**config.mk**
```make
export PLATFORM = sky130hd
export DESIGN_NAME = cond_flag_unit_flat
export DESIGN_NICKNAME = d
export VERILOG_FILES = /design/src/rtl/cond_flag_unit_if.sv /design/src/rtl/cond_flag_unit.sv /design/src/flat_wrapper.sv
export SDC_FILE = /design/constraint.sdc
export NUM_CORES = 1
export LEC_CHECK = 0
export CAP_MARGIN = 20
export CELL_PAD_IN_SITES_DETAIL_PLACEMENT = 1
export CELL_PAD_IN_SITES_GLOBAL_PLACEMENT = 1
export CORE_AREA = 3 3 85 95
export CTS_CLUSTER_SIZE = 25
export DETAILED_ROUTE_END_ITERATION = 16
export DIE_AREA = 0 0 88 98
export GPL_ROUTABILITY_DRIVEN = 0
export PLACE_DENSITY_LB_ADDON = 0.1
export SLEW_MARGIN = 20
export SYNTH_ARGS = -nofsm -noshare
export SYNTH_HDL_FRONTEND = slang
export SYNTH_SLANG_ARGS = --single-unit
```
**constraint.sdc**
```tcl
create_clock -name clk -period 2.5 [get_ports clk]
set_input_delay 0.25 -clock clk [delete_from_list [all_inputs] [get_ports clk]]
set_output_delay 0.25 -clock clk [all_outputs]
set_load 0.01 [all_outputs]
```
**src/rtl/cond_flag_unit_if.sv**
```systemverilog
// Bus between the instruction decoder and the conditional-execution stage.
// The decoder drives the instruction, its ungated write enables and the ALU flags;
// the stage returns the gated enables, the condition result, flags and counters.
interface cond_flag_unit_if #(
    parameter int unsigned CNT_W = 16
);
    logic             inst_valid;
    logic [31:0]      inst;
    logic             RegWrite;
    logic             MemWrite;
    logic [3:0]       alu_flags;
    logic             RegWriteG;
    logic             MemWriteG;
    logic             cond_ex;
    logic [3:0]       flags;
    logic [CNT_W-1:0] exec_count;
    logic [CNT_W-1:0] skip_count;

    modport master (
        output inst_valid, inst, RegWrite, MemWrite, alu_flags,
        input  RegWriteG, MemWriteG, cond_ex, flags, exec_count, skip_count
    );

    modport slave (
        input  inst_valid, inst, RegWrite, MemWrite, alu_flags,
        output RegWriteG, MemWriteG, cond_ex, flags, exec_count, skip_count
    );
endinterface

```
**src/rtl/cond_flag_unit.sv**
```systemverilog
// Conditional-execution stage: holds NZCV, evaluates inst[31:28] against it,
// gates the decoder's write enables and keeps saturating executed/skipped counters.
module cond_flag_unit #(
    parameter int unsigned CNT_W = 16
) (
    input logic            clk,
    input logic            reset,
    cond_flag_unit_if.slave bus
);
    localparam logic [CNT_W-1:0] cnt_max = {CNT_W{1'b1}};

    logic [3:0]       flags_q;
    logic [CNT_W-1:0] exec_q;
    logic [CNT_W-1:0] skip_q;
    logic             n, z, c, v;
    logic             base;
    logic             pass;
    logic             flag_upd;

    assign {n, z, c, v} = flags_q;

    // Conditions come in complementary pairs: inst[31:29] picks the base test and
    // inst[28] inverts it. The 111 pair yields AL for 1110 and never for 1111.
    always_comb begin
        base = 1'b0;
        unique case (bus.inst[31:29])
            3'b000: base = z;
            3'b001: base = c;
            3'b010: base = n;
            3'b011: base = v;
            3'b100: base = c & ~z;
            3'b101: base = (n == v);
            3'b110: base = ~z & (n == v);
            3'b111: base = 1'b1;
        endcase
        pass = base ^ bus.inst[28];
    end

    // Data-processing ops update flags on CMP or when the S bit is set.
    assign flag_upd = bus.inst_valid & pass & (bus.inst[27:26] == 2'b00) &
                      ((bus.inst[24:21] == 4'b1010) | bus.inst[20]);

    assign bus.cond_ex    = pass & ~reset;
    assign bus.RegWriteG  = bus.RegWrite & bus.cond_ex & bus.inst_valid;
    assign bus.MemWriteG  = bus.MemWrite & bus.cond_ex & bus.inst_valid;
    assign bus.flags      = flags_q;
    assign bus.exec_count = exec_q;
    assign bus.skip_count = skip_q;

    // Flag register and saturating counters; bubbles leave everything untouched.
    always_ff @(posedge clk) begin
        if (reset) begin
            flags_q <= 4'b0000;
            exec_q  <= '0;
            skip_q  <= '0;
        end else if (bus.inst_valid) begin
            if (flag_upd) begin
                flags_q <= bus.alu_flags;
            end
            if (pass) begin
                if (exec_q != cnt_max) exec_q <= exec_q + 1'b1;
            end else begin
                if (skip_q != cnt_max) skip_q <= skip_q + 1'b1;
            end
        end
    end
endmodule

```
**src/flat_wrapper.sv**
```systemverilog
// flat-port wrapper written by rule: the top's interface ports become plain ports
module cond_flag_unit_flat 
#(
    parameter int unsigned CNT_W = 16
)
  (clk, reset, bus_inst_valid, bus_inst, bus_RegWrite, bus_MemWrite, bus_alu_flags, bus_RegWriteG, bus_MemWriteG, bus_cond_ex, bus_flags, bus_exec_count, bus_skip_count);
  cond_flag_unit_if #(.CNT_W(CNT_W)) bus_i ();
  input logic clk;
  input logic reset;
  input wire logic [$bits(bus_i.inst_valid)-1:0] bus_inst_valid;
  input wire logic [$bits(bus_i.inst)-1:0] bus_inst;
  input wire logic [$bits(bus_i.RegWrite)-1:0] bus_RegWrite;
  input wire logic [$bits(bus_i.MemWrite)-1:0] bus_MemWrite;
  input wire logic [$bits(bus_i.alu_flags)-1:0] bus_alu_flags;
  output wire logic [$bits(bus_i.RegWriteG)-1:0] bus_RegWriteG;
  output wire logic [$bits(bus_i.MemWriteG)-1:0] bus_MemWriteG;
  output wire logic [$bits(bus_i.cond_ex)-1:0] bus_cond_ex;
  output wire logic [$bits(bus_i.flags)-1:0] bus_flags;
  output wire logic [$bits(bus_i.exec_count)-1:0] bus_exec_count;
  output wire logic [$bits(bus_i.skip_count)-1:0] bus_skip_count;
  assign bus_i.inst_valid = bus_inst_valid;
  assign bus_i.inst = bus_inst;
  assign bus_i.RegWrite = bus_RegWrite;
  assign bus_i.MemWrite = bus_MemWrite;
  assign bus_i.alu_flags = bus_alu_flags;
  assign bus_RegWriteG = bus_i.RegWriteG;
  assign bus_MemWriteG = bus_i.MemWriteG;
  assign bus_cond_ex = bus_i.cond_ex;
  assign bus_flags = bus_i.flags;
  assign bus_exec_count = bus_i.exec_count;
  assign bus_skip_count = bus_i.skip_count;
  cond_flag_unit #(.CNT_W(CNT_W)) u_core (.clk(clk), .reset(reset), .bus(bus_i));
endmodule
```
# [After elaboration in Yosys (flattened, before gate mapping)]
# Index checks and enable logic that the tools add are counted.
# Widths: inputs -> output; s select.
[totals] regBits=36 in_bits=41 out_inout_bits=39
[classes] addsub=2 eq_ne=11 muxes=1 n_bitwise=15 n_reduce_logical=5
[op_table] op="$add 16x1->16 const B" n=2
[op_table] op="$ne 16x16->1 const B" n=2
[op_table] op="$eq 3x3->1 const B" n=4
[op_table] op="$and 1x1->1" n=10
[op_table] op="$pmux 1 s8" n=1
[op_table] op="$eq 3x2->1 const B" n=2
[op_table] op="$reduce_and 3->1" n=2
[op_table] op="$eq 4x4->1 const B" n=1
[op_table] op="$eq 3x1->1 const B" n=1
[op_table] op="$logic_not 3->1" n=1
[op_table] op="$not 1->1" n=3
[op_table] op="$logic_not 2->1" n=1
[op_table] op="$reduce_and 2->1" n=1
[op_table] op="$eq 1x1->1" n=1
[op_table] op="$or 1x1->1" n=1
[op_table] op="$xor 1x1->1" n=1

# [Logic depth before layout (Yosys ltp)]
# Gate-level depths: netlist (run 1).
[logic_depth] ltp_word=8 depth_mapped=9 ltp_nobuf=7

# [Worst setup path before layout (run 1)]
# Ideal clock, no wire load.
[synth_timing] path_kind="register to register" from="reg u_core.flags_q[2] (netlist: u_core.bus.flags[2])" to="reg u_core.skip_q[6] (netlist: u_core.bus.skip_count[6])" setup_ns=0.132 arrival_time_ns=2.260 required_time_ns=2.368 slack_ns=0.108 stages_incl_launch_ff=10 n_path_buf=3 period_less_slack_ns=2.392 cell_sequence="dfxtp_1 -> o21ba_2 -> o221a_1 -> a221o_1 -> or3_1 -> buf_2 -> buf_2 -> buf_2 -> o31ai_1 -> a21oi_1"
[synth_via] elab_chain_cells=6 word_cells_on_any_way=7 cone_classes="mux (1); bitwise (5); reduce/logical (1)"
[synth_lines] item="start, declared" line_no="cond_flag_unit.sv:12" source="logic [3:0] flags_q;"
[synth_lines] item="start signal, assigned" line_no="cond_flag_unit.sv:58" source="flags_q <= bus.alu_flags;"
[synth_lines] item="$not 1->1" line_no="cond_flag_unit.sv:31, cond_flag_unit.sv:33"
[synth_lines] item="$and 1x1->1 (on tied branches)" line_no="cond_flag_unit.sv:33, cond_flag_unit.sv:31"
[synth_lines] item="$pmux 1 s8 (*)" line_no="cond_flag_unit.sv:26" source="unique case (bus.inst[31:29])"
[synth_lines] item="$xor 1x1->1 (*)" line_no="cond_flag_unit.sv:36" source="pass = base ^ bus.inst[28];"
[synth_lines] item="$not 1->1 (no source line) (*)"
[synth_lines] item="$reduce_and 3->1 (no source line) (*)"
[synth_lines] item="end signal, assigned" line_no="cond_flag_unit.sv:63" source="if (skip_q != cnt_max) skip_q <= skip_q + 1'b1;"
[synth_lines] item="end, declared" line_no="cond_flag_unit.sv:14" source="logic [CNT_W-1:0] skip_q;"
# Every way passes the cells marked *; elsewhere a longest branch is shown, timed or not.
# A chain may end at the register's enable or synchronous reset.

# [Worst setup path after layout (run 1)]
[layout_timing] from="reg u_core.flags_q[1] (netlist: u_core.bus.flags[1])" to="out bus_MemWriteG"
[layout_via] elab_chain_cells=6
[layout_lines] item="$and 1x1->1" line_no="cond_flag_unit.sv:31" source="3'b100: base = c & ~z;"
[layout_lines] item="$pmux 1 s8 (*)" line_no="cond_flag_unit.sv:26"
[layout_lines] item="$xor 1x1->1 (*)" line_no="cond_flag_unit.sv:36"
[layout_lines] item="$and 1x1->1 (*)" line_no="cond_flag_unit.sv:43" source="assign bus.cond_ex = pass & ~reset;"
[layout_lines] item="$and 1x1->1 (*) (2 in series)" line_no="cond_flag_unit.sv:45" source="assign bus.MemWriteG = bus.MemWrite & bus.cond_ex & bus.inst_valid;"
[layout_lines] item="end, declared" line_no="flat_wrapper.sv:16" source="output wire logic [$bits(bus_i.MemWriteG)-1:0] bus_MemWriteG;"
# Marked as above.

==> tab_implementation.tex, run 1 <==
\begin{tabular}{lr}
\hline
Metric & Value \\
\hline
\multicolumn{2}{l}{\textbf{Hold path}} \\
HP Class & register to register \\
\multicolumn{2}{l}{\textbf{Yosys}} \\
Multiplexer area fraction after synthesis & approximately 4.9\% \\
Number of synthesized register bits & 36 \\
Share of synthesized cell area in full adder, half adder and majority cells & 1.289\% \\
Share of async-settable or async-resettable flops after synthesis & 0\% \\
Post-synth EDFFs & 0 \\
Avg Synthesized Cell Area & between 8 and 9 um\^{}2 \\
Number of warnings reported in the yosys synthesis log & 0 \\
Number of standard cells after synthesis & $\sim$240 \\
Dominant combinational cell family by area after synthesis & simple AND/OR/NAND/NOR gates \\
Syn\_nets & $\sim$280 \\
Simple-Gate Fraction of Synth Area & 32.62\% \\
Share of the yosys chip area belonging to registers & 37.14\% \\
Cell area after synthesis & around 1900 um\^{}2 \\
Parity-gate share of the synthesized area counting xor and xnor cells & $\sim$2.3\% \\
Flip-flop cell with the highest count after synthesis & dfxtp\_1 \\
Distinct cell type count of the synthesized netlist & 40 \\
Compound-Gate Fraction of Synth Area & between 10\% and 20\% \\
\multicolumn{2}{l}{\textbf{GRT}} \\
Number of antenna violations at the first check in global routing & 0 \\
Overall fraction of global-route tracks in use & about 14\% \\
First-pass GRT wire length & 9549 um \\
Vias in the first global route & between 1500 and 2000 \\
Leftover overflow at the end of global routing & 0 \\
Maximum number of pins on one net before global-route repair & 30 \\
\multicolumn{2}{l}{\textbf{Setup path}} \\
End point of the critical path & bus\_MemWriteG \\
Required @ worst endpoint & between 2 and 2.5 ns \\
Critical Path Sink Type & output port \\
Worst r2r src & u\_core.bus.flags[1] \\
R2r setup slk & around 0.17 ns \\
Crit-path max FO & 5 \\
Data arrival, critical path & about 2.1 ns \\
Critical path launch point & u\_core.bus.flags[1] \\
Startpoint kind of the worst setup timing path & register \\
Reg2Reg Depth & 7 \\
Critical path class & register to output port \\
Worst r2r dst & u\_core.bus.skip\_count[9] \\
\multicolumn{2}{l}{\textbf{Floorplanning}} \\
Std-Cell Core Area & 7087 um\^{}2 \\
Initial Utilization & 27.38\% \\
Number of top-level pins & 80 \\
Number of cell rows & 32 \\
Die Outline Area & 8624 um\^{}2 \\
Chip width & 88 um \\
Die boundary height & 98 um \\
\multicolumn{2}{l}{\textbf{Cells and area}} \\
Layout net count & $\sim$350 \\
Filler cells & $\sim$860 \\
Ratio of cells with drive above 1 in the final layout & between 10\% and 20\% \\
Sequential cell area & 721.9 um\^{}2 \\
Multi-input gate area & around 1200 um\^{}2 \\
Area overhead of the layout relative to synthesis & 43.58\% \\
Post-Route Utilization & $\sim$39\% \\
Count of placed standard cells in the final layout, fillers left out & roughly 390 \\
Design area & between 2000 and 3000 um\^{}2 \\
Number of antenna diodes & 0 \\
\multicolumn{2}{l}{\textbf{Timing}} \\
Setup TNS Final & 0 ns \\
Maximum frequency from static timing analysis & about 430 MHz \\
Shortest period the worst path allows & 2.352 ns \\
Measured slew at the worst slew-check pin & between 0.4 and 0.5 ns \\
Setup repair after global routing missed its margin & false \\
Period utilization & 94.08\% \\
Number of max-slew violations in the final report & 0 \\
Clock tree skew after final layout & between 0.004 and 0.005 ns \\
Max-slew headroom & 70.00\% \\
Post-Route Hold Slack & $\sim$0.5 ns \\
Setup slack after layout & approximately 0.15 ns \\
Count of endpoints failing setup in the final report & 0 \\
Final Hold Viols & 0 \\
\multicolumn{2}{l}{\textbf{Clock network}} \\
Worst skew pair latency & 0.29 ns \\
Hold buffers post-CTS & 0 \\
Clock transition time at the flip-flop clock pins of the worst setup and hold paths & 0.07 ns \\
Root buffer cell & clkbuf\_8 \\
CTS tree & yes \\
Clock buffers created by TritonCTS & 5 \\
CTS H-tree lvls & 2 \\
Max Root-Sink Buffers & 2 \\
Number of sinks on the clock net & 36 \\
Number of setup buffers added after CTS & 0 \\
\multicolumn{2}{l}{\textbf{Route}} \\
Detailed Route WL & 5701 um \\
Mean routed wirelength per cell & 14.66 um \\
Number of remaining DRC errors & 0 \\
Number of routed nets with antenna violations & 0 \\
Detailed-router iteration count before antenna repair & 4 \\
Average vias per placed instance & a little over 5 \\
Via count of the routed design & approximately 2000 \\
Number of DRC markers after the initial detailed-route iteration & 41 \\
\multicolumn{2}{l}{\textbf{Power and ir drop}} \\
Leakage & roughly 0.90 nW \\
Power per Cell Area & roughly 400 nW/um\^{}2 \\
Max rail drop VDD & between 150 and 200 uV \\
Pwr Total & 1.132 mW \\
\multicolumn{2}{l}{\textbf{Place}} \\
Area of placed instances & between 2000 and 3000 um\^{}2 \\
Setup Slack @ Placement & -0.4139 ns \\
Number of buffers inserted by port buffering & 58 \\
HPWL after detailed placement & 4143 um \\
Post-placement cell count & approximately 380 \\
\multicolumn{2}{l}{\textbf{Outcome}} \\
Status & complete, no violations \\
\multicolumn{2}{l}{\textbf{Job}} \\
Max-Cap Viols & 0 \\
\hline
\end{tabular}
[synthesized netlist by cell type (3+ instances only)]
cell type  instances  area share (%)
xnor2_1            4             1.8
nand2b_1           9             2.9
clkbuf_1          11             2.1
dfxtp_1           36              37
or3_1             10             3.2
mux2i_1            5             2.6
nor3_1             3            0.77
a21oi_1           20             5.2
nor2_1            21             4.1
nand3_1           10             2.6
nor4_1             8             2.6
o21ai_0           10             2.6
nor3b_1            3             1.2
nand2_1           16             3.1
o31ai_1            9             3.5
nand4_1            8             2.6
nor2b_1            5             1.6
inv_1              6             1.2
mux2_2             4             2.3
or4_1             10             3.9
buf_2              3            0.77
o41ai_1            4             1.8
[cells by family after synthesis]
group	after synthesis
XOR/XNOR	5
multiplexers	9
adder cells (fa/ha/maj)	2
AND/OR/NAND/NOR	113
flip-flops	36
AO/OA/AOI/OAI	53
buffers and inverters	20
[flip-flops by register name, indices dropped and copies added, names as in the netlist]
signal / count
u_core.bus.exec_count: 16
u_core.bus.flags: 4
u_core.bus.skip_count: 16
[cells in the final DEF (no fill, tap or decap), drive strengths merged, types with 2 or more instances in the layout]
| master | instances |
|---|---|
| clkdlybuf4s15 | 2 |
| and2 | 2 |
| ha | 2 |
| or4 | 10 |
| nor2 | 21 |
| and4 | 2 |
| o221a | 2 |
| nand2b | 9 |
| dlygate4sd2 | 3 |
| and3 | 2 |
| nand4 | 8 |
| nor3 | 3 |
| or3 | 10 |
| mux2 | 4 |
| nand2 | 16 |
| o21ba | 2 |
| nor4 | 9 |
| nand3 | 10 |
| o21ai | 11 |
| clkdlybuf4s50 | 52 |
| inv | 6 |
| dfxtp | 36 |
| nor2b | 5 |
| a21oi | 20 |
| o31ai | 9 |
| nor3b | 3 |
| buf | 15 |
| o41ai | 4 |
| xnor2 | 4 |
| mux2i | 5 |
| clkbuf | 6 |
[per-layer routing]
metal / wire (um) / global-route usage (%) / share of wire [%]
met5: 0 / 0 / 0
met4: 72 / 4.250 / 1.3
met2: 2579 / 20.82 / 45
met3: 254 / 3.629 / 4.5
met1: 2795 / 19.20 / 49
[worst min-delay path by stage]
stage,from,end,slack (ns),depth (start not counted)
2_1_floorplan,bus_alu_flags[3],u_core.bus.flags[3],0.39,2
3_3_place_gp,u_core.bus.exec_count[15],u_core.bus.exec_count[15],0.49,2
3_5_place_dp,u_core.bus.exec_count[15],u_core.bus.exec_count[15],0.49,2
4_1_cts,u_core.bus.exec_count[15],u_core.bus.exec_count[15],0.50,2
5_1_grt,u_core.bus.exec_count[4],u_core.bus.exec_count[4],0.53,2
6_report,u_core.bus.exec_count[15],u_core.bus.exec_count[15],0.50,2
[power by group]
part / switching [mW] / internal (mW)
clock: 0.206 / 0.190
combinational: 0.0729 / 0.0769
sequential: 0.00740 / 0.579
total: 0.286 / 0.846
[what timing repair did]
item | in CTS | in global routing
endpoints found under the hold margin | 0 | 0
gates resized for setup | 7 | 5
gates cloned | 0 | 0
pin swaps | 0 | 2
setup endpoints to repair | 12 | 8
[worst max-delay path, cell delays in order (launching register included)]
cell and delay, ns:
dfxtp_1 0.33, o21ba_2 0.21, o221a_1 0.25, a221o_1 0.34, buf_4 0.17, o21ai_4 0.19, nor3b_1 0.08, clkdlybuf4s15_1 0.24
[cell type report]
cell class | instances | share of cell area (%)
repair buffers | 73 | 24.83
well taps | 85 | 3.817
clock buffers | 6 | 2.604
multi-input cells | 182 | 41.85
clock inverters | 1 | 0.1796
flip-flops and latches | 36 | 25.91
inverters | 6 | 0.8083
Power figures use the tool's default switching activity.
==> run 2: changes to the inputs <==
--- a/config.mk
+++ b/config.mk
@@ -9,7 +9,6 @@
 export CELL_PAD_IN_SITES_DETAIL_PLACEMENT = 1
 export CELL_PAD_IN_SITES_GLOBAL_PLACEMENT = 1
 export CORE_AREA = 3 3 85 95
-export CTS_CLUSTER_SIZE = 25
 export DETAILED_ROUTE_END_ITERATION = 16
 export DIE_AREA = 0 0 88 98
 export GPL_ROUTABILITY_DRIVEN = 0
==> constraint.sdc (replaced) <==
create_clock -name clk -period 1.95 [get_ports clk]
set_input_delay 0.195 -clock clk [delete_from_list [all_inputs] [get_ports clk]]
set_output_delay 0.195 -clock clk [all_outputs]
set_load 0.01 [all_outputs]
==> run 2 against run 1 <==
The run now ends with setup timing left. Largest cell class unchanged. Critical endpoint is now u_core.bus.exec_count[3]. Flip-flop and latch count stayed put. Register-to-register slack got worse by 0.56 ns. First-iteration DRC count up 56%.
==> tab_implementation.tex, run 2 (synthesized netlist as in run 1, its figures left out) <==
\begin{tabular}{lr}
\hline
Metric & Value \\
\hline
\multicolumn{2}{l}{\textbf{Setup path}} \\
Data arrival, critical path & 2.57 ns (+0.47 ns) \\
Critical path class & register to register \\
Required @ worst endpoint & 2.18 ns (-0.07 ns) \\
Critical Path Sink Type & register \\
Crit-path max FO & 7 (+2) \\
Startpoint kind of the worst setup timing path & register \\
\multicolumn{2}{l}{\textbf{Power and ir drop}} \\
Leakage & 1.203 nW (+34\%) \\
Max rail drop VDD & 278.3 uV (+62\%) \\
Pwr Total & 1.670 mW (+48\%) \\
Power per Cell Area & 482.5 nW/um\^{}2 (+19\%) \\
\multicolumn{2}{l}{\textbf{Timing}} \\
Measured slew at the worst slew-check pin & 0.4700 ns (+0.02335 ns) \\
Final Hold Viols & 0 (unchanged) \\
Number of max-slew violations in the final report & 0 (unchanged) \\
Setup repair after global routing missed its margin & true \\
Setup slack after layout & -0.3897 ns (-0.5377 ns) \\
Shortest period the worst path allows & 2.340 ns \\
Count of endpoints failing setup in the final report & 37 (+37) \\
Max-slew headroom & 68.58\% (-1.4 points) \\
Period utilization & 120.0\% \\
Maximum frequency from static timing analysis & roughly 430 MHz \\
Clock tree skew after final layout & 0.005979 ns (+0.001829 ns) \\
\multicolumn{2}{l}{\textbf{Route}} \\
Via count of the routed design & 2241 (+12\%) \\
Number of remaining DRC errors & 0 (unchanged) \\
Detailed Route WL & 6884 um (+21\%) \\
Detailed-router iteration count before antenna repair & 4 (unchanged) \\
Number of DRC markers after the initial detailed-route iteration & 64 (+56\%) \\
Mean routed wirelength per cell & 15.79 um (+7.7\%) \\
Average vias per placed instance & 5.140 (-0.13\%) \\
Number of routed nets with antenna violations & 0 (unchanged) \\
\multicolumn{2}{l}{\textbf{Floorplanning}} \\
Std-Cell Core Area & 7087 um\^{}2 (unchanged) \\
Chip width & 88 um (unchanged) \\
Number of top-level pins & 80 (unchanged) \\
Die boundary height & 98 um (unchanged) \\
Die Outline Area & 8624 um\^{}2 (unchanged) \\
Number of cell rows & 32 (unchanged) \\
Initial Utilization & 27.38\% (unchanged) \\
\multicolumn{2}{l}{\textbf{Cells and area}} \\
Count of placed standard cells in the final layout, fillers left out & 436 (+12\%) \\
Post-Route Utilization & 48.85\% (+9.5 points) \\
Commonest non-fill, non-tap cells in the layout & clkdlybuf4s50\_1 (52), buf\_4 (47), dfxtp\_1 (33), nor2\_1 (21), nand2\_1 (16) \\
Number of antenna diodes & 0 (unchanged) \\
Area overhead of the layout relative to synthesis & 78.40\% \\
Layout net count & 393 (+13\%) \\
Most frequent standard cell in the layout excluding fill and tap cells & clkdlybuf4s50\_1 \\
Filler cells & 828 (-3.5\%) \\
Ratio of cells with drive above 1 in the final layout & 35.61\% (+24 points) \\
\multicolumn{2}{l}{\textbf{Place}} \\
Setup Slack @ Placement & -0.8405 ns (-0.4266 ns) \\
Post-placement cell count & 413 (+8.1\%) \\
HPWL after detailed placement & 4731 um (+14\%) \\
Number of buffers inserted by port buffering & 58 (unchanged) \\
\multicolumn{2}{l}{\textbf{Clock network}} \\
Worst skew pair latency & 0.29 ns (about the same) \\
Clock transition time at the flip-flop clock pins of the worst setup and hold paths & 0.08 ns (about the same) \\
CTS H-tree lvls & 2 (unchanged) \\
Hold buffers post-CTS & 0 (unchanged) \\
Root buffer cell & clkbuf\_8 \\
CTS tree & yes \\
Clock buffers created by TritonCTS & 5 (unchanged) \\
Max Root-Sink Buffers & 2 (unchanged) \\
Number of sinks on the clock net & 36 (unchanged) \\
\multicolumn{2}{l}{\textbf{GRT}} \\
Vias in the first global route & 2286 (+16\%) \\
Maximum number of pins on one net before global-route repair & 31 (+3.3\%) \\
Overall fraction of global-route tracks in use & 15.97\% (+2.1 points) \\
Leftover overflow at the end of global routing & 0 (unchanged) \\
First-pass GRT wire length & 11040 um (+16\%) \\
Number of antenna violations at the first check in global routing & 0 (unchanged) \\
\multicolumn{2}{l}{\textbf{Outcome}} \\
Status & finished with violations \\
Failing checks & setup timing \\
\multicolumn{2}{l}{\textbf{Job}} \\
Max-Cap Viols & 0 (unchanged) \\
\multicolumn{2}{l}{\textbf{Hold path}} \\
HP Class & primary input to register \\
\hline
\end{tabular}
-- run 2: changes by cell type in the layout (fill, tap and decap cells not counted), moves of 5 or more --
| cell | delta |
|---|---|
| buf_4 | +32 |
| buf_6 | +11 |
| or3_1 | -6 |
| a21oi_2 | +12 |
| nor4_4 | +5 |
| a21oi_1 | -12 |
| or3_4 | +6 |
| or4_1 | -5 |
| nor4_1 | -7 |
| or4_4 | +5 |
-- run 2: final timing paths --
check	startpoint	to	slack, ns	depth (start not counted)
setup reg to reg	u_core.bus.flags[1]	u_core.bus.exec_count[3]	-0.39	9
hold / removal	bus_alu_flags[2]	u_core.bus.flags[2]	0.46	3
setup / recovery	u_core.bus.flags[1]	u_core.bus.exec_count[3]	-0.39	9
hold reg to reg	u_core.bus.skip_count[6]	u_core.bus.skip_count[6]	0.51	2
-- run 2: what timing repair did --
item	CTS	global route
cloned	2	1
setup buffers	9	4
endpoints found under the setup margin	38	39
gates resized for setup	43	37
hold endpoints to repair	0	0
pin swaps	14	16
-- run 2: report_power, final --
part	internal [mW]	switching (mW)
logic	0.165	0.134
registers	0.741	0.00612
clock network	0.327	0.296
total	1.23	0.437
-- run 2: cell type report --
cell class	count	area, um^2	share of cell area (%)
multi-input cells	182	1414	40.84
repair buffers	119	1086	31.37
flip-flops and latches	36	726.9	21.00
well taps	85	106.4	3.072
clock buffers	6	93.84	2.711
inverters	6	22.52	0.6505
clock inverters	2	12.51	0.3614
-- run 2: metrics by stage --
stage	cell area, um^2	hold WS (ns)	TNS (ns)
floorplan	2006	0.3371	-5.566
global placement	2952	0.4949	-24.83
detailed placement	2952	0.4978	-26.40
CTS	3256	0.4612	-8.808
global route	3462	0.4935	-13.49
finish	3462	0.4611	-10.38
-- run 2: critical path, cell delays in order, from the launching register on --
cell and delay [ns]:
dfxtp_4 0.36, o21ba_4 0.19, o221a_4 0.28, buf_4 0.14, nor3_4 0.23, o21ai_4 0.14, buf_6 0.15, buf_16 0.13
or4_4 0.52, a21oi_2 0.15
-- run 2: per-layer routing --
layer	vias up	share of wire (%)	track usage (%)
met3	8	3.6	2.785
met5	-	0	0
met1	1087	43	19.38
li1	1107	-	-
met4	0	1.2	4.959
met2	39	53	28.13
==> run 3: changes to the inputs <==
--- a/config.mk
+++ b/config.mk
@@ -9,6 +9,7 @@
 export CELL_PAD_IN_SITES_DETAIL_PLACEMENT = 1
 export CELL_PAD_IN_SITES_GLOBAL_PLACEMENT = 1
 export CORE_AREA = 3 3 85 95
+export CTS_CLUSTER_SIZE = 12
 export DETAILED_ROUTE_END_ITERATION = 16
 export DIE_AREA = 0 0 88 98
 export GPL_ROUTABILITY_DRIVEN = 0
==> results of run 3 <==
No change in the layout: final DEF, timing and power equal those of run 2.
==> RTL edit: new RTL, flow settings as in run 3 <==
Reset style: asynchronous (`reset`), changed in one clocked block.
--- a/src/rtl/cond_flag_unit.sv
+++ b/src/rtl/cond_flag_unit.sv
@@ -49,5 +49,5 @@
 
     // Flag register and saturating counters; bubbles leave everything untouched.
-    always_ff @(posedge clk) begin
+    always_ff @(posedge clk or posedge reset) begin
         if (reset) begin
             flags_q <= 4'b0000;
Function: differs if reset is asserted again (counterexample within 4 cycles, from zero or initial values and one cycle with reset high); with reset held inactive, the same outputs for 10 cycles.
==> RTL edit against run 3 <==
The run still ends with negative setup slack left; synthesized cell count shrank 27%; design area down 11%; routed wire length decreased by 21%; worst setup slack improved by 0.13 ns; first-iteration DRC count grew 27%; area after synthesis is 2.8% lower; sequential cell count did not move; highest routed layer unchanged.
Power is not compared: it rests on default switching activity, and its combinational part moved more than twofold at a synthesized area within 25%.
==> RTL edit: results (changes against run 3) <==
{| class="wikitable"
! Metric !! Value
|-
| Cell type with the highest aggregate area in the netlist || sky130_fd_sc_hd__dfrtp_1 (was sky130_fd_sc_hd__dfxtp_1)
|-
| Routing usage on met1 || 0.179 (was 0.194)
|-
| Cells taking the most area after synthesis || sky130_fd_sc_hd__dfrtp_1 48%, sky130_fd_sc_hd__xnor2_1 8.4%, sky130_fd_sc_hd__xor2_1 5.1% (was sky130_fd_sc_hd__dfxtp_1 37%, sky130_fd_sc_hd__a21oi_1 5.2%, sky130_fd_sc_hd__nor2_1 4.1%)
|-
| Global routing usage on met2 || 0.216 (was 0.281)
|-
| Placed wire-length estimate after detailed placement || 4060 um (was 4730 um)
|-
| WL/cell || 15.0 um (was 15.8 um)
|-
| Share of final-layout standard cells stronger than drive strength 1 || 0.297 (was 0.356)
|-
| Pin count of the biggest net entering global routing || 21 (was 31)
|-
| Violations in the final reports || negative setup slack (unchanged)
|-
| Clock tree cell share of total cell area || 0.0292 (was 0.0307)
|-
| Post-synthesis share of cell area spent on xor and xnor gates || 0.135 (was 0.0226)
|-
| Fin worst setup slack || -0.260 ns (was -0.390 ns)
|-
| Placed instance area || 2820 um2 (was 2950 um2)
|-
| Number of vias per cell after detailed routing || 4.78 (was 5.14)
|-
| Count of plain and timing-repair buffers || 97 (was 119)
|-
| Share of synthesized registers carrying an async set or reset || 1.00 (was 0)
|-
| Signal arrival time at the worst endpoint || 2.38 ns (was 2.57 ns)
|-
| Via count of the first global-routing pass || 1808 (was 2286)
|-
| Number of fillers in the final layout || 803 (was 828)
|-
| Number of failing setup endpoints in the final timing report || 27 (was 37)
|-
| Nets@finish || 318 (was 393)
|-
| Min-Delay Path Class || in -> async (was in -> reg)
|-
| Clock buffer instance count of the final layout || 8 (was 6)
|-
| Met3 routed WL || 242 um (was 249 um)
|-
| Clock Skews || 0.00447 ns (was 0.00598 ns)
|-
| Multi-input logic portion of the cell area || 0.353 (was 0.408)
|-
| Run status || complete, but fails checks (unchanged)
|-
| Seq. cell area || 901 um2 (was 727 um2)
|-
| Dominant register cell in the synthesized netlist || sky130_fd_sc_hd__dfrtp_1 (was sky130_fd_sc_hd__dfxtp_1)
|-
| Non-Clock Buffer Area Fraction || 0.285 (was 0.314)
|-
| Number of instances in the placed design || 346 (was 413)
|-
| Aggregate negative setup slack || -2.94 ns (was -10.38 ns)
|-
| Filler-free cell count of the finished design || 361 (was 436)
|}
[RTL edit: cell count changes in the layout (fill, tap and decap cells not counted), moves of 9 or more]
cell                             run 3  this run
sky130_fd_sc_hd__nor2_1             21         9
sky130_fd_sc_hd__dfxtp_1            33         0
sky130_fd_sc_hd__buf_4              47        35
sky130_fd_sc_hd__a21oi_2            12         0
sky130_fd_sc_hd__xor2_1              1        11
sky130_fd_sc_hd__xnor2_1             4        17
sky130_fd_sc_hd__o21ai_0             9         0
sky130_fd_sc_hd__dfrtp_1             0        36
[RTL edit: final timing paths]
check	cells after the start	to	from	slack (ns)
min in group clk	1	u_core.bus.exec_count[10]	u_core.bus.exec_count[10]	0.49
setup / recovery	7	u_core.bus.skip_count[11]	u_core.bus.flags[1]	-0.26
max in group asynchronous	3	u_core.bus.skip_count[3]	reset	1.33
hold / removal	3	u_core.bus.exec_count[4]	reset	0.37
setup reg to reg	7	u_core.bus.skip_count[11]	u_core.bus.flags[1]	-0.26
hold reg to reg	1	u_core.bus.exec_count[10]	u_core.bus.exec_count[10]	0.49
[RTL edit: worst max-delay path, cell delays in order (launching register included)]
cell and delay (ns):
sky130_fd_sc_hd__dfrtp_1 0.41, sky130_fd_sc_hd__buf_6 0.13, sky130_fd_sc_hd__a22oi_2 0.21, sky130_fd_sc_hd__buf_4 0.16, sky130_fd_sc_hd__o221ai_4 0.12, sky130_fd_sc_hd__or3_4 0.42
sky130_fd_sc_hd__or4b_4 0.50, sky130_fd_sc_hd__xnor2_1 0.14
[RTL edit: report_power, final]
group	internal, mW	switching [mW]
combinational	0.848	0.613
clock	0.288	0.265
sequential	0.926	0.199
[RTL edit: what timing repair did]
item                                    CTS  global route
pin swaps                                 6            15
gates resized for setup                  21            18
gates cloned                              0             0
hold buffers                              0             0
endpoints found under the setup margin   29            36
buffers inserted                          5             3
